$ cat config.mk
export PLATFORM = sky130hd
export DESIGN_NAME = hkspi_host
export DESIGN_NICKNAME = d
export VERILOG_FILES = /design/src/rtl/hkspi_host_pkg.sv /design/src/rtl/hkspi_sync2.sv /design/src/rtl/hkspi_host.sv
export SDC_FILE = /design/constraint.sdc
export NUM_CORES = 1
export LEC_CHECK = 0
export ABC_AREA = 1
export CORE_AREA = 5 5 92 111
export CTS_BUF_LIST = sky130_fd_sc_hd__clkbuf_8
export DETAILED_ROUTE_END_ITERATION = 12
export DIE_AREA = 0 0 97 116
export DONT_BUFFER_PORTS = 1
export PLACE_DENSITY = 0.34
export SYNTH_ARGS = -nofsm -noshare
export SYNTH_HDL_FRONTEND = slang
export SYNTH_SLANG_ARGS = --single-unit
$ cat constraint.sdc
create_clock -name clock -period 1.84 [get_ports clock]
set_input_delay 0.184 -clock clock [delete_from_list [all_inputs] [get_ports clock]]
set_output_delay 0.184 -clock clock [all_outputs]
set_load 0.05 [all_outputs]
$ cat src/rtl/hkspi_host_pkg.sv
// hkspi_host_pkg
// Shared definitions for the housekeeping SPI host:
//   - command opcodes presented on cmd_op
//   - host FSM state encoding
//   - housekeeping SPI command bytes used when building transactions
package hkspi_host_pkg;

    // cmd_op encodings
    localparam logic [1:0] OP_START = 2'd0;
    localparam logic [1:0] OP_END   = 2'd1;
    localparam logic [1:0] OP_WRITE = 2'd2;
    localparam logic [1:0] OP_XFER  = 2'd3;

    typedef enum logic [2:0] {
        IDLE,
        CS_SETUP_W,
        SHIFT_LO,
        SHIFT_HI,
        CS_HOLD_W,
        RESP
    } state_e;

    // Housekeeping SPI command bytes
    localparam logic [7:0] HK_RD_STREAM = 8'h40;
    localparam logic [7:0] HK_WR_STREAM = 8'h80;
    localparam logic [7:0] HK_PASSTHRU  = 8'hC4;

endpackage

$ cat src/rtl/hkspi_sync2.sv
// hkspi_sync2
// Two-flop synchronizer that brings the asynchronous slave SDO into the
// host clock domain.
//   clock  in  system clock
//   reset  in  synchronous active-high reset (output resets to 0)
//   d      in  asynchronous input
//   q      out synchronized output, two cycles of latency
module hkspi_sync2 (
    input  logic clock,
    input  logic reset,
    input  logic d,
    output logic q
);

    logic meta_q;
    logic sync_q;

    always_ff @(posedge clock) begin
        if (reset) begin
            meta_q <= 1'b0;
            sync_q <= 1'b0;
        end else begin
            meta_q <= d;
            sync_q <= meta_q;
        end
    end

    assign q = sync_q;

endmodule

$ cat src/rtl/hkspi_host.sv
// hkspi_host
// SPI mode-0, MSB-first host driving the housekeeping SPI slave pins from a
// byte-command interface (START / END / WRITE / XFER).
//   clock, reset          system clock, synchronous active-high reset
//   cmd_valid/cmd_ready   command handshake; ready only while idle
//   cmd_op, cmd_data      opcode and byte to shift out
//   rsp_valid             one-cycle completion pulse
//   rsp_data, rsp_err     captured byte (XFER only) and illegal-command flag
//   busy, cs_active       FSM not idle, chip select currently asserted
//   spi_sck/csb/sdi       registered pins to the slave
//   spi_sdo               slave data out, asynchronous
module hkspi_host #(
    parameter int CLK_DIV  = 4,
    parameter int CS_SETUP = 2
) (
    input  logic       clock,
    input  logic       reset,
    input  logic       cmd_valid,
    output logic       cmd_ready,
    input  logic [1:0] cmd_op,
    input  logic [7:0] cmd_data,
    output logic       rsp_valid,
    output logic [7:0] rsp_data,
    output logic       rsp_err,
    output logic       busy,
    output logic       cs_active,
    output logic       spi_sck,
    output logic       spi_csb,
    output logic       spi_sdi,
    input  logic       spi_sdo
);

    import hkspi_host_pkg::*;

    localparam logic [7:0] DIV_RELOAD   = 8'(CLK_DIV - 1);
    localparam logic [7:0] SETUP_RELOAD = 8'(CS_SETUP - 1);

    state_e     state_q, state_d;
    logic [7:0] phase_cnt_q, phase_cnt_d;
    logic [2:0] bit_cnt_q, bit_cnt_d;
    logic [7:0] shift_q, shift_d;
    logic [1:0] op_q, op_d;
    logic       sck_q, sck_d;
    logic       csb_q, csb_d;
    logic       sdi_q, sdi_d;
    logic       rsp_valid_q, rsp_valid_d;
    logic       rsp_err_q, rsp_err_d;
    logic [7:0] rsp_data_q, rsp_data_d;
    logic       cmd_ready_q, cmd_ready_d;
    logic       busy_q, busy_d;
    logic       sdo_sync;

    hkspi_sync2 u_sdo_sync (
        .clock (clock),
        .reset (reset),
        .d     (spi_sdo),
        .q     (sdo_sync)
    );

    // The shift register serves both directions: the MSB drives SDI and the
    // synchronized SDO enters at the LSB on each SCK rise, so after eight
    // bits it holds the received byte.
    always_comb begin
        state_d     = state_q;
        phase_cnt_d = phase_cnt_q;
        bit_cnt_d   = bit_cnt_q;
        shift_d     = shift_q;
        op_d        = op_q;
        sck_d       = sck_q;
        csb_d       = csb_q;
        sdi_d       = sdi_q;
        rsp_valid_d = 1'b0;
        rsp_err_d   = 1'b0;
        rsp_data_d  = rsp_data_q;

        case (state_q)
            IDLE: begin
                if (cmd_valid && cmd_ready_q) begin
                    case (cmd_op)
                        OP_START: begin
                            if (!csb_q) begin
                                state_d     = RESP;
                                rsp_valid_d = 1'b1;
                                rsp_data_d  = 8'h00;
                            end else begin
                                csb_d       = 1'b0;
                                phase_cnt_d = SETUP_RELOAD;
                                state_d     = CS_SETUP_W;
                            end
                        end
                        OP_END: begin
                            if (csb_q) begin
                                state_d     = RESP;
                                rsp_valid_d = 1'b1;
                                rsp_data_d  = 8'h00;
                            end else begin
                                sck_d       = 1'b0;
                                phase_cnt_d = SETUP_RELOAD;
                                state_d     = CS_HOLD_W;
                            end
                        end
                        default: begin
                            if (csb_q) begin
                                state_d     = RESP;
                                rsp_valid_d = 1'b1;
                                rsp_err_d   = 1'b1;
                                rsp_data_d  = 8'h00;
                            end else begin
                                shift_d     = cmd_data;
                                sdi_d       = cmd_data[7];
                                sck_d       = 1'b0;
                                bit_cnt_d   = 3'd7;
                                phase_cnt_d = DIV_RELOAD;
                                op_d        = cmd_op;
                                state_d     = SHIFT_LO;
                            end
                        end
                    endcase
                end
            end
            CS_SETUP_W: begin
                if (phase_cnt_q == 8'd0) begin
                    state_d     = RESP;
                    rsp_valid_d = 1'b1;
                    rsp_data_d  = 8'h00;
                end else begin
                    phase_cnt_d = phase_cnt_q - 8'd1;
                end
            end
            SHIFT_LO: begin
                if (phase_cnt_q == 8'd0) begin
                    sck_d       = 1'b1;
                    shift_d     = {shift_q[6:0], sdo_sync};
                    phase_cnt_d = DIV_RELOAD;
                    state_d     = SHIFT_HI;
                end else begin
                    phase_cnt_d = phase_cnt_q - 8'd1;
                end
            end
            SHIFT_HI: begin
                if (phase_cnt_q == 8'd0) begin
                    sck_d     = 1'b0;
                    bit_cnt_d = bit_cnt_q - 3'd1;
                    if (bit_cnt_q == 3'd0) begin
                        state_d     = RESP;
                        rsp_valid_d = 1'b1;
                        rsp_data_d  = (op_q == OP_XFER) ? shift_q : 8'h00;
                    end else begin
                        sdi_d       = shift_q[7];
                        phase_cnt_d = DIV_RELOAD;
                        state_d     = SHIFT_LO;
                    end
                end else begin
                    phase_cnt_d = phase_cnt_q - 8'd1;
                end
            end
            CS_HOLD_W: begin
                if (phase_cnt_q == 8'd0) begin
                    csb_d       = 1'b1;
                    sdi_d       = 1'b0;
                    state_d     = RESP;
                    rsp_valid_d = 1'b1;
                    rsp_data_d  = 8'h00;
                end else begin
                    phase_cnt_d = phase_cnt_q - 8'd1;
                end
            end
            RESP: begin
                state_d = IDLE;
            end
            default: begin
                state_d = IDLE;
            end
        endcase

        // Status outputs are registered from the next state so they line up
        // with the state they describe.
        cmd_ready_d = (state_d == IDLE);
        busy_d      = (state_d != IDLE);
    end

    always_ff @(posedge clock) begin
        if (reset) begin
            state_q     <= IDLE;
            phase_cnt_q <= 8'd0;
            bit_cnt_q   <= 3'd0;
            shift_q     <= 8'h00;
            op_q        <= OP_START;
            sck_q       <= 1'b0;
            csb_q       <= 1'b1;
            sdi_q       <= 1'b0;
            rsp_valid_q <= 1'b0;
            rsp_err_q   <= 1'b0;
            rsp_data_q  <= 8'h00;
            cmd_ready_q <= 1'b1;
            busy_q      <= 1'b0;
        end else begin
            state_q     <= state_d;
            phase_cnt_q <= phase_cnt_d;
            bit_cnt_q   <= bit_cnt_d;
            shift_q     <= shift_d;
            op_q        <= op_d;
            sck_q       <= sck_d;
            csb_q       <= csb_d;
            sdi_q       <= sdi_d;
            rsp_valid_q <= rsp_valid_d;
            rsp_err_q   <= rsp_err_d;
            rsp_data_q  <= rsp_data_d;
            cmd_ready_q <= cmd_ready_d;
            busy_q      <= busy_d;
        end
    end

    assign cmd_ready = cmd_ready_q;
    assign rsp_valid = rsp_valid_q;
    assign rsp_data  = rsp_data_q;
    assign rsp_err   = rsp_err_q;
    assign busy      = busy_q;
    assign cs_active = ~csb_q;
    assign spi_sck   = sck_q;
    assign spi_csb   = csb_q;
    assign spi_sdi   = sdi_q;

endmodule

# After elaboration in Yosys (flattened, before gate mapping)
# Cells that the tools add are included.
# Widths: inputs -> output; s select.
[totals]
wordCells = 132
ff_bits = 41
input_bits = 14
[op_classes]
mux = 62
reduce_logical = 25
eq_ne = 24
addsub = 2
n_bitwise = 4
[ops]
columns = ["operator", "n"]
rows = [
  ["$mux 8", 20],
  ["$mux 3", 11],
  ["$pmux 8 s2", 2],
  ["$pmux 8 s4", 1],
  ["$pmux 8 s3", 1],
  ["$reduce_and 7->1", 3],
  ["$mux 1", 20],
  ["$ne 2x2->1 const B", 10],
  ["$ne 3x3->1 const B", 4],
  ["$pmux 3 s2", 2],
  ["$pmux 3 s4", 1],
  ["$reduce_bool 3->1", 4],
  ["$reduce_and 5->1", 2],
  ["$logic_not 3->1", 3],
  ["$pmux 1 s3", 3],
  ["$logic_not 8->1", 1],
  ["$reduce_and 4->1", 2],
  ["$sub 8x1->8 const B", 1],
  ["$eq 3x2->1 const B", 2],
  ["$ne 3x2->1 const B", 2],
  ["$reduce_and 6->1", 1],
  ["$reduce_bool 2->1", 3],
  ["$reduce_or 5->1", 1],
  ["$ne 2x1->1 const B", 2],
  ["11 further kinds", 15],
]

# Logic depth before layout (Yosys ltp)
# Gate-level depths: netlist (run 1).
[depth]
word_depth = 5
depth_mapped = 12
mapped_depth_nobuf = 12

# By module
# Synthesis (run 1) repeated with hierarchy kept, for this count alone.
[unflattened]
hier_cells = 339
hier_area_um2 = 2179.6
[modules_own_cells]
columns = ["mod", "instances", "cells_each", "area_per_inst_um2"]
rows = [
  ["hkspi_host", 1, 333, 2124.5],
  ["hkspi_sync2", 1, 6, 55.1],
]

# Worst setup path before layout (run 1)
# Ideal clock, no wire load.
[synth_path]
path_kind = "reg2reg"
startpoint = "reg csb_q (netlist: spi_csb)"
endpoint = "reg phase_cnt_q[1]"
setup_ns = 0.116
n_path_buf = 0
path_stages_with_launch = 8
arrival_time_ns = 1.779
t_required_ns = 1.724
setup_slack_ns = -0.055
synth_period_minus_slack_ns = 1.895
cell_sequence = "dfxtp_1 > inv_1 > nand4_1 > inv_1 > nor2_2 > nand2_2 > nor2_1 > nor2_1"
[synth_via]
elab_chain_len = 2
elab_cells_between_ends = 4
cone_classes = "3 x eq/ne; 1 x reduce/logical"
[synth_lines]
columns = ["item", "line_no", "text"]
rows = [
  ["from (decl)", "hkspi_host.sv:44", "logic csb_q, csb_d;"],
  ["from (signal assigned)", "hkspi_host.sv:204", "csb_q <= csb_d;"],
  ["$ne 3x2->1 (no line) / $ne 3x3->1 (equally long branches)", "--", ""],
  ["$reduce_and 7->1 (no line) *", "--", ""],
  ["to (signal assigned)", "hkspi_host.sv:199", "phase_cnt_q <= phase_cnt_d;"],
  ["to (decl)", "hkspi_host.sv:39", "logic [7:0] phase_cnt_q, phase_cnt_d;"],
]
# Mark *: on every way between the ends. The rest lies on a longest branch, timed or not.
# A chain may end at the register's enable or synchronous reset.

# Worst setup path in the final report (run 1)
[layout_path]
startpoint = "reg state_q[1]"
endpoint = "reg shift_q[6]"
[layout_via]
elab_chain_len = 3
elab_cells_between_ends = 9
cone_classes = "5 x eq/ne; 1 x mux; 3 x reduce/logical"
[layout_lines]
columns = ["item", "line_no", "text"]
rows = [
  ["from (decl)", "hkspi_host.sv:38", "state_e state_q, state_d;"],
  ["from (signal assigned)", "hkspi_host.sv:198", "state_q <= state_d;"],
  ["$eq 3x2->1 / $logic_not 3->1 (equally long branches)", "hkspi_host.sv:76", "case (state_q)"],
  ["$ne 2x2->1 (no line) / $reduce_bool 2->1 (equally long branches)", "--", ""],
  ["$reduce_and 5->1 (no line)", "--", ""],
  ["to (signal assigned)", "hkspi_host.sv:201", "shift_q <= shift_d;"],
  ["to (decl)", "hkspi_host.sv:41", "logic [7:0] shift_q, shift_d;"],
]
# Parallel ways exist; a longest one is shown, timed or not.

==> results of run 1 <==
==> stage by stage <==
stage | std cells | power, mW | util | instance area, um^2
5_1_grt | 456 | 4.24 | 0.282 | 2530
3_3_place_gp | 446 | 3.06 | 0.264 | 2370
3_5_place_dp | 446 | 3.02 | 0.264 | 2370
4_1_cts | 456 | 3.97 | 0.282 | 2530
2_1_floorplan | 325 | 2.65 | - | 2210
6_report | 456 | 3.91 | 0.282 | 2530
==> final timing paths <==
path              cells past startpoint  slack [ns]           end         startpoint
hold / removal                        2        0.07       op_q[0]          cmd_op[0]
setup reg to reg                      7        0.17    shift_q[6]         state_q[1]
setup / recovery                      7        0.17    shift_q[6]         state_q[1]
hold reg to reg                       2        0.40  u_sdo_sync.q  u_sdo_sync.meta_q
==> per-layer routing <==
layer	GRT usage	part of all wire	vias up
met4	0.0412	0.018	0
met3	0.0271	0.037	9
met5	0	0	-
met2	0.206	0.50	29
met1	0.129	0.44	872
li1	-	-	1062
==> Yosys cell counts (4+ instances only) <==
| library cell | number | area share |
|---|---|---|
| ha_1 | 4 | 0.023 |
| o21ai_1 | 6 | 0.014 |
| nor3_1 | 4 | 0.0091 |
| nand2_1 | 77 | 0.13 |
| nand2_2 | 6 | 0.017 |
| inv_2 | 5 | 0.0085 |
| nor2_4 | 4 | 0.020 |
| nor2_2 | 6 | 0.017 |
| o21ai_0 | 20 | 0.045 |
| nand2_4 | 4 | 0.020 |
| nand3_1 | 27 | 0.061 |
| dfxtp_1 | 41 | 0.37 |
| nor2_1 | 41 | 0.070 |
| a21oi_1 | 20 | 0.045 |
| nand4_1 | 6 | 0.017 |
| inv_1 | 35 | 0.060 |
==> state kept, by name, indices dropped and copies added, names as in the netlist, 2 cells and up <==
signal	cells
rsp_data	8
shift_q	8
phase_cnt_q	8
state_q	3
bit_cnt_q	3
op_q	2
==> power by group through the flow <==
stage / clock (mW) / combinational, mW / sequential (mW)
after global routing: 0.976 / 1.92 / 1.35
after detailed placement: 0 / 1.68 / 1.34
after floorplan: 0 / 1.31 / 1.35
after CTS: 0.948 / 1.70 / 1.32
after global placement: 0 / 1.72 / 1.34
final: 0.906 / 1.68 / 1.32
==> area by class of cell <==
cell class	instances	area (um^2)	share of cell area
inverters	41	160	0.0632
clock buffers	5	68.8	0.0272
well taps	120	150	0.0593
repair buffers	10	80.1	0.0316
flip-flops and latches	41	823	0.325
clock inverters	3	68.8	0.0272
multi-input cells	236	1180	0.466
==> layout by cell type (no fill, tap or decap), types with 5 or more instances in the layout <==
cell and n:
a21oi_1 20, buf_4 8, clkbuf_8 5, dfxtp_1 39
inv_1 34, inv_2 5, nand2_1 77, nand2_2 6
nand3_1 27, nand4_1 6, nor2_1 41, nor2_2 6
o21ai_0 20, o21ai_1 6
==> repair_timing <==
action | in CTS | in global routing
hold buffers | 2 | 0
setup endpoints to repair | 0 | 7
gates resized for setup | 0 | 1
hold endpoints to repair | 19 | 0
==> kinds of logic after synthesis <==
| group | count (synthesis) | synth area share |
|---|---|---|
| flops | 41 | 0.373 |
| fa+ha+maj | 4 | 0.0227 |
| xor+xnor | 1 | 0.00398 |
| simple gates | 179 | 0.383 |
| compound gates | 52 | 0.127 |
| buf+inv | 48 | 0.0909 |
==> critical path: cells and delay by family (launching register included) <==
kind	cells	cell delay, ns
buf+inv	2	0.34
compound gates	3	0.47
flops	1	0.48
simple gates	2	0.32
==> metrics.txt, run 1 <==
# TYPE chip_impl_metric gauge
chip_impl_metric{name="port_buffer_cells",unit=""} 0
chip_impl_metric{name="synth_seq_area_share",unit=""} 0.373
chip_impl_info{name="dominantRegCellSynth",value="dfxtp_1"} 1
chip_impl_metric{name="post-dp-hpwl",unit="um"} 4660
chip_impl_info{name="cell_breakdown_of_the_critical_path",value="inv_2, nor2_4, nand2_2, o21ai_2, buf_4, o21ai_1, a21oi_1"} 1
chip_impl_metric{name="p_seq_frac",unit=""} 0.338
chip_impl_metric{name="ys_async_sr_fraction",unit=""} 0
chip_impl_metric{name="period_share",unit=""} 0.910
chip_impl_metric{name="remaining_drc_errors",unit=""} 0
chip_impl_metric{name="synth.cell_area",unit="um^2"} 2200
chip_impl_metric{name="p_int",unit="mW"} 2.11
chip_impl_info{name="crit_type",value="flip-flop to flip-flop"} 1
chip_impl_metric{name="maxCapViolCount",unit=""} 0
chip_impl_metric{name="maxClockFrequency",unit="GHz"} 0.597
chip_impl_metric{name="die_width",unit="um"} 97
chip_impl_metric{name="final-max-slew-violation-count",unit=""} 0
chip_impl_metric{name="post-cts-setup-buffers",unit=""} 0
chip_impl_metric{name="leakagePower",unit="nW"} 1.12
chip_impl_metric{name="core_area",unit="um^2"} 8990
chip_impl_metric{name="drtIter0Drc",unit=""} 51
chip_impl_metric{name="worstMarginPinSlew",unit="ns"} 0.875
chip_impl_info{name="hp-class",value="input port to flip-flop"} 1
chip_impl_metric{name="slew-limit-headroom",unit=""} 0.415
chip_impl_metric{name="std_cell_rows",unit=""} 38
chip_impl_info{name="crit_path_start_kind",value="flip-flop"} 1
chip_impl_metric{name="fin_crit",unit="ns"} 1.67
chip_impl_metric{name="critical-path-max-stage-delay",unit="ns"} 0.48
chip_impl_metric{name="clock_sink_count",unit=""} 41
chip_impl_metric{name="power_frac_clock",unit=""} 0.232
chip_impl_metric{name="die_height",unit="um"} 116
chip_impl_metric{name="pin_count_of_the_biggest_net_entering_global_routing",unit=""} 20
chip_impl_metric{name="overflow",unit=""} 0
chip_impl_info{name="worstSetupEndpointType",value="flip-flop"} 1
chip_impl_metric{name="place_congestion",unit=""} 0.792
chip_impl_metric{name="worstPathArrival",unit="ns"} 1.91
chip_impl_metric{name="crit_required",unit="ns"} 2.08
chip_impl_info{name="clk_root_buffer_cell",value="clkbuf_8"} 1
chip_impl_metric{name="vdd_drop_max",unit="uV"} 358
chip_impl_metric{name="yosys_warnings",unit=""} 0
chip_impl_metric{name="viasPerCell",unit=""} 4.32
chip_impl_info{name="cts_tree",value="done"} 1
chip_impl_metric{name="switching_power",unit="mW"} 1.80
chip_impl_metric{name="cp_max_fo",unit=""} 8
chip_impl_metric{name="fp.dieArea",unit="um^2"} 11300
chip_impl_metric{name="vias",unit=""} 1972
chip_impl_metric{name="area_growth",unit="%"} 15.0
chip_impl_metric{name="setup_slack",unit="ns"} 0.165
chip_impl_metric{name="pin_count",unit=""} 30
chip_impl_metric{name="cts.htree.levels",unit=""} 2
chip_impl_metric{name="fraction_of_power_spent_switching_nets",unit=""} 0.460
chip_impl_info{name="status",value="finished, final reports clean"} 1
chip_impl_info{name="critical_path.slowest_cell",value="dfxtp_1"} 1
chip_impl_metric{name="timing.setup.tns",unit="ns"} 0
chip_impl_metric{name="fin_skew",unit="ns"} 0.0114
chip_impl_metric{name="power_per_cell_area",unit="nW/um^2"} 1540
chip_impl_metric{name="drt_antenna_net_count",unit=""} 0
chip_impl_metric{name="final.hold.worst_slack",unit="ns"} 0.0696
chip_impl_metric{name="grt_pass1_wl",unit="um"} 10200
chip_impl_metric{name="grt_pass1_vias",unit=""} 2104
chip_impl_metric{name="antenna_found_initial",unit=""} 0
chip_impl_metric{name="detail_route.first_pass.iterations",unit=""} 4
chip_impl_metric{name="finalNetCount",unit=""} 353
chip_impl_metric{name="setup_viol",unit=""} 0
chip_impl_metric{name="filler_cell_count",unit=""} 996
chip_impl_metric{name="clockBufferDepth",unit=""} 2
chip_impl_metric{name="hold_viol",unit=""} 0
chip_impl_metric{name="synth-seq-cells",unit=""} 41
chip_impl_metric{name="number_of_synthesized_flops_with_an_enable_pin",unit=""} 0
chip_impl_metric{name="avgRoutedWirePerCell",unit="um"} 13.5
chip_impl_metric{name="routed_wirelength",unit="um"} 6140
chip_impl_metric{name="gr-usage-all-layers",unit=""} 0.113
chip_impl_metric{name="antennaDiodeCount",unit=""} 0
chip_impl_metric{name="clk-insertion-delay-late",unit="ns"} 0.31
chip_impl_info{name="rsz0062_at_grt",value="no"} 1
chip_impl_metric{name="postSynthNetCount",unit=""} 343
chip_impl_metric{name="syn-mean-instance-area",unit="um^2"} 6.78
chip_impl_metric{name="p_comb_frac",unit=""} 0.430
chip_impl_metric{name="drive_gt1_frac",unit=""} 0.149
chip_impl_metric{name="cts.reportedPaths.clkPinSlew",unit="ns"} 0.09
chip_impl_metric{name="cts_made_buffers",unit=""} 5
chip_impl_metric{name="dpl_worst_slack",unit="ns"} 0.173
chip_impl_metric{name="netlist_instances",unit=""} 325
chip_impl_metric{name="floorplan.initialDensity",unit=""} 0.245
chip_impl_metric{name="yosys.cell_types.count",unit=""} 31
(Power assumes the default switching activity.)
==> run 2: changes to the inputs <==
- SKIP_CTS_REPAIR_TIMING: not set -> 1
==> run 2 against run 1 <==
  * The run now ends with negative hold slack left
  * Clock power hardly changed
  * First-iteration DRC count is 9.8% higher
  * Cell count is 0.22% higher
  * Total power is 0.19% lower
  * Core utilization is 0.097 points higher
==> metrics.txt, run 2 (same netlist as run 1, synthesis figures left out) <==
# TYPE chip_impl_metric gauge
chip_impl_info{name="status",value="finished, violations left"} 1
chip_impl_info{name="violations",value="negative hold slack"} 1
chip_impl_metric{name="antenna_found_initial",unit=""} 0
chip_impl_metric{name="port_buffer_cells",unit=""} 0
chip_impl_metric{name="rr_worst_depth",unit=""} 7
chip_impl_info{name="critical_path.reg2reg.endpoint",value="shift_q[7]"} 1
chip_impl_metric{name="pin_count",unit=""} 30
chip_impl_metric{name="clk-insertion-delay-late",unit="ns"} 0.30
chip_impl_metric{name="cts.htree.levels",unit=""} 2
chip_impl_metric{name="hold_viol",unit=""} 16
chip_impl_metric{name="drt_antenna_net_count",unit=""} 0
chip_impl_metric{name="grt_pass1_vias",unit=""} 2090
chip_impl_metric{name="fin_crit",unit="ns"} 1.67
chip_impl_metric{name="cts.reportedPaths.clkPinSlew",unit="ns"} 0.09
chip_impl_metric{name="clockBufferDepth",unit=""} 2
chip_impl_metric{name="gr-usage-all-layers",unit=""} 0.112
chip_impl_metric{name="grt_pass1_wl",unit="um"} 10100
chip_impl_metric{name="p_seq_frac",unit=""} 0.338
chip_impl_info{name="layout_common_cells",value="nand2_1, nor2_1, dfxtp_1, inv_1, nand3_1"} 1
chip_impl_metric{name="worstPathArrival",unit="ns"} 1.91
chip_impl_info{name="hp-class",value="input port to flip-flop"} 1
chip_impl_metric{name="worstMarginPinSlew",unit="ns"} 0.522
chip_impl_metric{name="slew-limit-headroom",unit=""} 0.652
chip_impl_info{name="layout_commonest_cell",value="nand2_1"} 1
chip_impl_metric{name="worst_path_bufs_invs",unit=""} 2
chip_impl_metric{name="floorplan.initialDensity",unit=""} 0.245
chip_impl_metric{name="overflow",unit=""} 0
chip_impl_metric{name="place_congestion",unit=""} 0.792
chip_impl_metric{name="multiInputGateArea",unit="um^2"} 1180
chip_impl_info{name="critical_path.slowest_cell",value="dfxtp_1"} 1
chip_impl_metric{name="drive_gt1_frac",unit=""} 0.145
chip_impl_metric{name="power_frac_clock",unit=""} 0.232
chip_impl_metric{name="setup_viol",unit=""} 0
chip_impl_info{name="crit-reg2reg-launch",value="state_q[1]"} 1
chip_impl_metric{name="switching_power",unit="mW"} 1.79
chip_impl_metric{name="maxCapViolCount",unit=""} 0
chip_impl_metric{name="power_per_cell_area",unit="nW/um^2"} 1530
chip_impl_metric{name="critical-path-max-stage-delay",unit="ns"} 0.47
chip_impl_metric{name="die_height",unit="um"} 116
chip_impl_metric{name="finalNetCount",unit=""} 354
chip_impl_metric{name="core_area",unit="um^2"} 8990
chip_impl_metric{name="p_int",unit="mW"} 2.11
chip_impl_metric{name="clock_sink_count",unit=""} 41
chip_impl_metric{name="drtIter0Drc",unit=""} 56
chip_impl_metric{name="vdd_drop_max",unit="uV"} 358
chip_impl_metric{name="routed_wirelength",unit="um"} 6130
chip_impl_metric{name="vias",unit=""} 1976
chip_impl_info{name="hold_path.startpoint",value="reset"} 1
chip_impl_metric{name="area_growth",unit="%"} 15.4
chip_impl_metric{name="cts_made_buffers",unit=""} 5
chip_impl_metric{name="viasPerCell",unit=""} 4.32
chip_impl_metric{name="period_share",unit=""} 0.908
chip_impl_info{name="cp_top_family",value="compound AO/OA/AOI/OAI gates"} 1
chip_impl_metric{name="final-instance-count-excl-fill",unit=""} 457
chip_impl_metric{name="filler_cell_count",unit=""} 998
chip_impl_metric{name="std_cell_rows",unit=""} 38
chip_impl_info{name="worstSetupEndpointType",value="flip-flop"} 1
chip_impl_metric{name="final-max-slew-violation-count",unit=""} 0
chip_impl_info{name="crit_type",value="flip-flop to flip-flop"} 1
chip_impl_metric{name="remaining_drc_errors",unit=""} 0
chip_impl_metric{name="cp_max_fo",unit=""} 8
chip_impl_info{name="hold_path_end",value="rsp_data[2]"} 1
chip_impl_metric{name="fraction_of_power_spent_switching_nets",unit=""} 0.459
chip_impl_metric{name="detail_route.first_pass.iterations",unit=""} 6
chip_impl_metric{name="worst_hold_path.num_cells",unit=""} 1
chip_impl_metric{name="pin_count_of_the_biggest_net_entering_global_routing",unit=""} 21
chip_impl_info{name="crit_path_start_kind",value="flip-flop"} 1
chip_impl_metric{name="worst-r2r-setup-slack",unit="ns"} 0.17
chip_impl_metric{name="maxClockFrequency",unit="GHz"} 0.598
chip_impl_metric{name="avgRoutedWirePerCell",unit="um"} 13.4
chip_impl_metric{name="numPlacedInstances",unit=""} 446
chip_impl_info{name="clk_root_buffer_cell",value="clkbuf_8"} 1
chip_impl_info{name="rsz0062_at_grt",value="no"} 1
chip_impl_metric{name="timing.setup.tns",unit="ns"} 0
chip_impl_metric{name="layout.area.seq",unit="um^2"} 822
chip_impl_metric{name="die_width",unit="um"} 97
chip_impl_metric{name="antennaDiodeCount",unit=""} 0
chip_impl_metric{name="p_comb_frac",unit=""} 0.430
chip_impl_metric{name="fin_skew",unit="ns"} 0.0118
chip_impl_info{name="cts_tree",value="done"} 1
chip_impl_metric{name="final.hold.worst_slack",unit="ns"} -0.0656
chip_impl_metric{name="leakagePower",unit="nW"} 1.13
chip_impl_metric{name="fp.dieArea",unit="um^2"} 11300
chip_impl_metric{name="post-layout-total-power",unit="mW"} 3.90
chip_impl_metric{name="post-dp-hpwl",unit="um"} 4660
chip_impl_info{name="cell_breakdown_of_the_critical_path",value="inv_2, nor2_4, nand2_2, o21ai_2, buf_4, o21ai_0, a21oi_1"} 1
chip_impl_metric{name="crit_required",unit="ns"} 2.08
[run 2: layer usage]
| metal | routed length, um | track usage | up-vias |
|---|---|---|---|
| met5 | 0 | 0 | - |
| met4 | 107 | 0.0412 | 0 |
| met3 | 199 | 0.0271 | 8 |
| met2 | 3080 | 0.204 | 26 |
| met1 | 2740 | 0.127 | 877 |
| li1 | - | - | 1065 |
[run 2: final cells by class]
type                       count  area share
clock buffer                   5      0.0271
sequential                    41       0.323
tap                          120      0.0591
multi-input combinational    236       0.465
inverter                      41      0.0630
clock inverter                 3      0.0271
timing repair buffer          11      0.0355
[run 2: through the flow]
step,area (um^2),util,worst slack [ns],hold slack (ns)
3_3_place_gp,2370,0.264,0.142,0.258
5_1_grt,2540,0.283,0.00698,-0.0792
4_1_cts,2510,0.279,0.142,-0.0804
6_report,2540,0.283,0.169,-0.0656
3_5_place_dp,2370,0.264,0.173,0.258
2_1_floorplan,2210,-,0.134,0.291
[run 2: worst max path at each step]
stage / from / slack, ns / endpoint / cells past startpoint
after global routing: state_q[2] / 0.007 / shift_q[0] / 9
after global placement: state_q[1] / 0.14 / shift_q[7] / 7
after detailed placement: state_q[1] / 0.17 / shift_q[6] / 7
after CTS: state_q[1] / 0.14 / shift_q[7] / 7
after floorplan: spi_csb / 0.13 / phase_cnt_q[1] / 7
final: state_q[1] / 0.17 / shift_q[7] / 7
[run 2: power groups by stage]
stage	Sequential, mW	Combinational [mW]	Clock, mW
2_1_floorplan	1.35	1.31	0
6_report	1.32	1.68	0.906
5_1_grt	1.34	1.91	0.976
4_1_cts	1.32	1.69	0.948
3_5_place_dp	1.34	1.68	0
3_3_place_gp	1.34	1.72	0
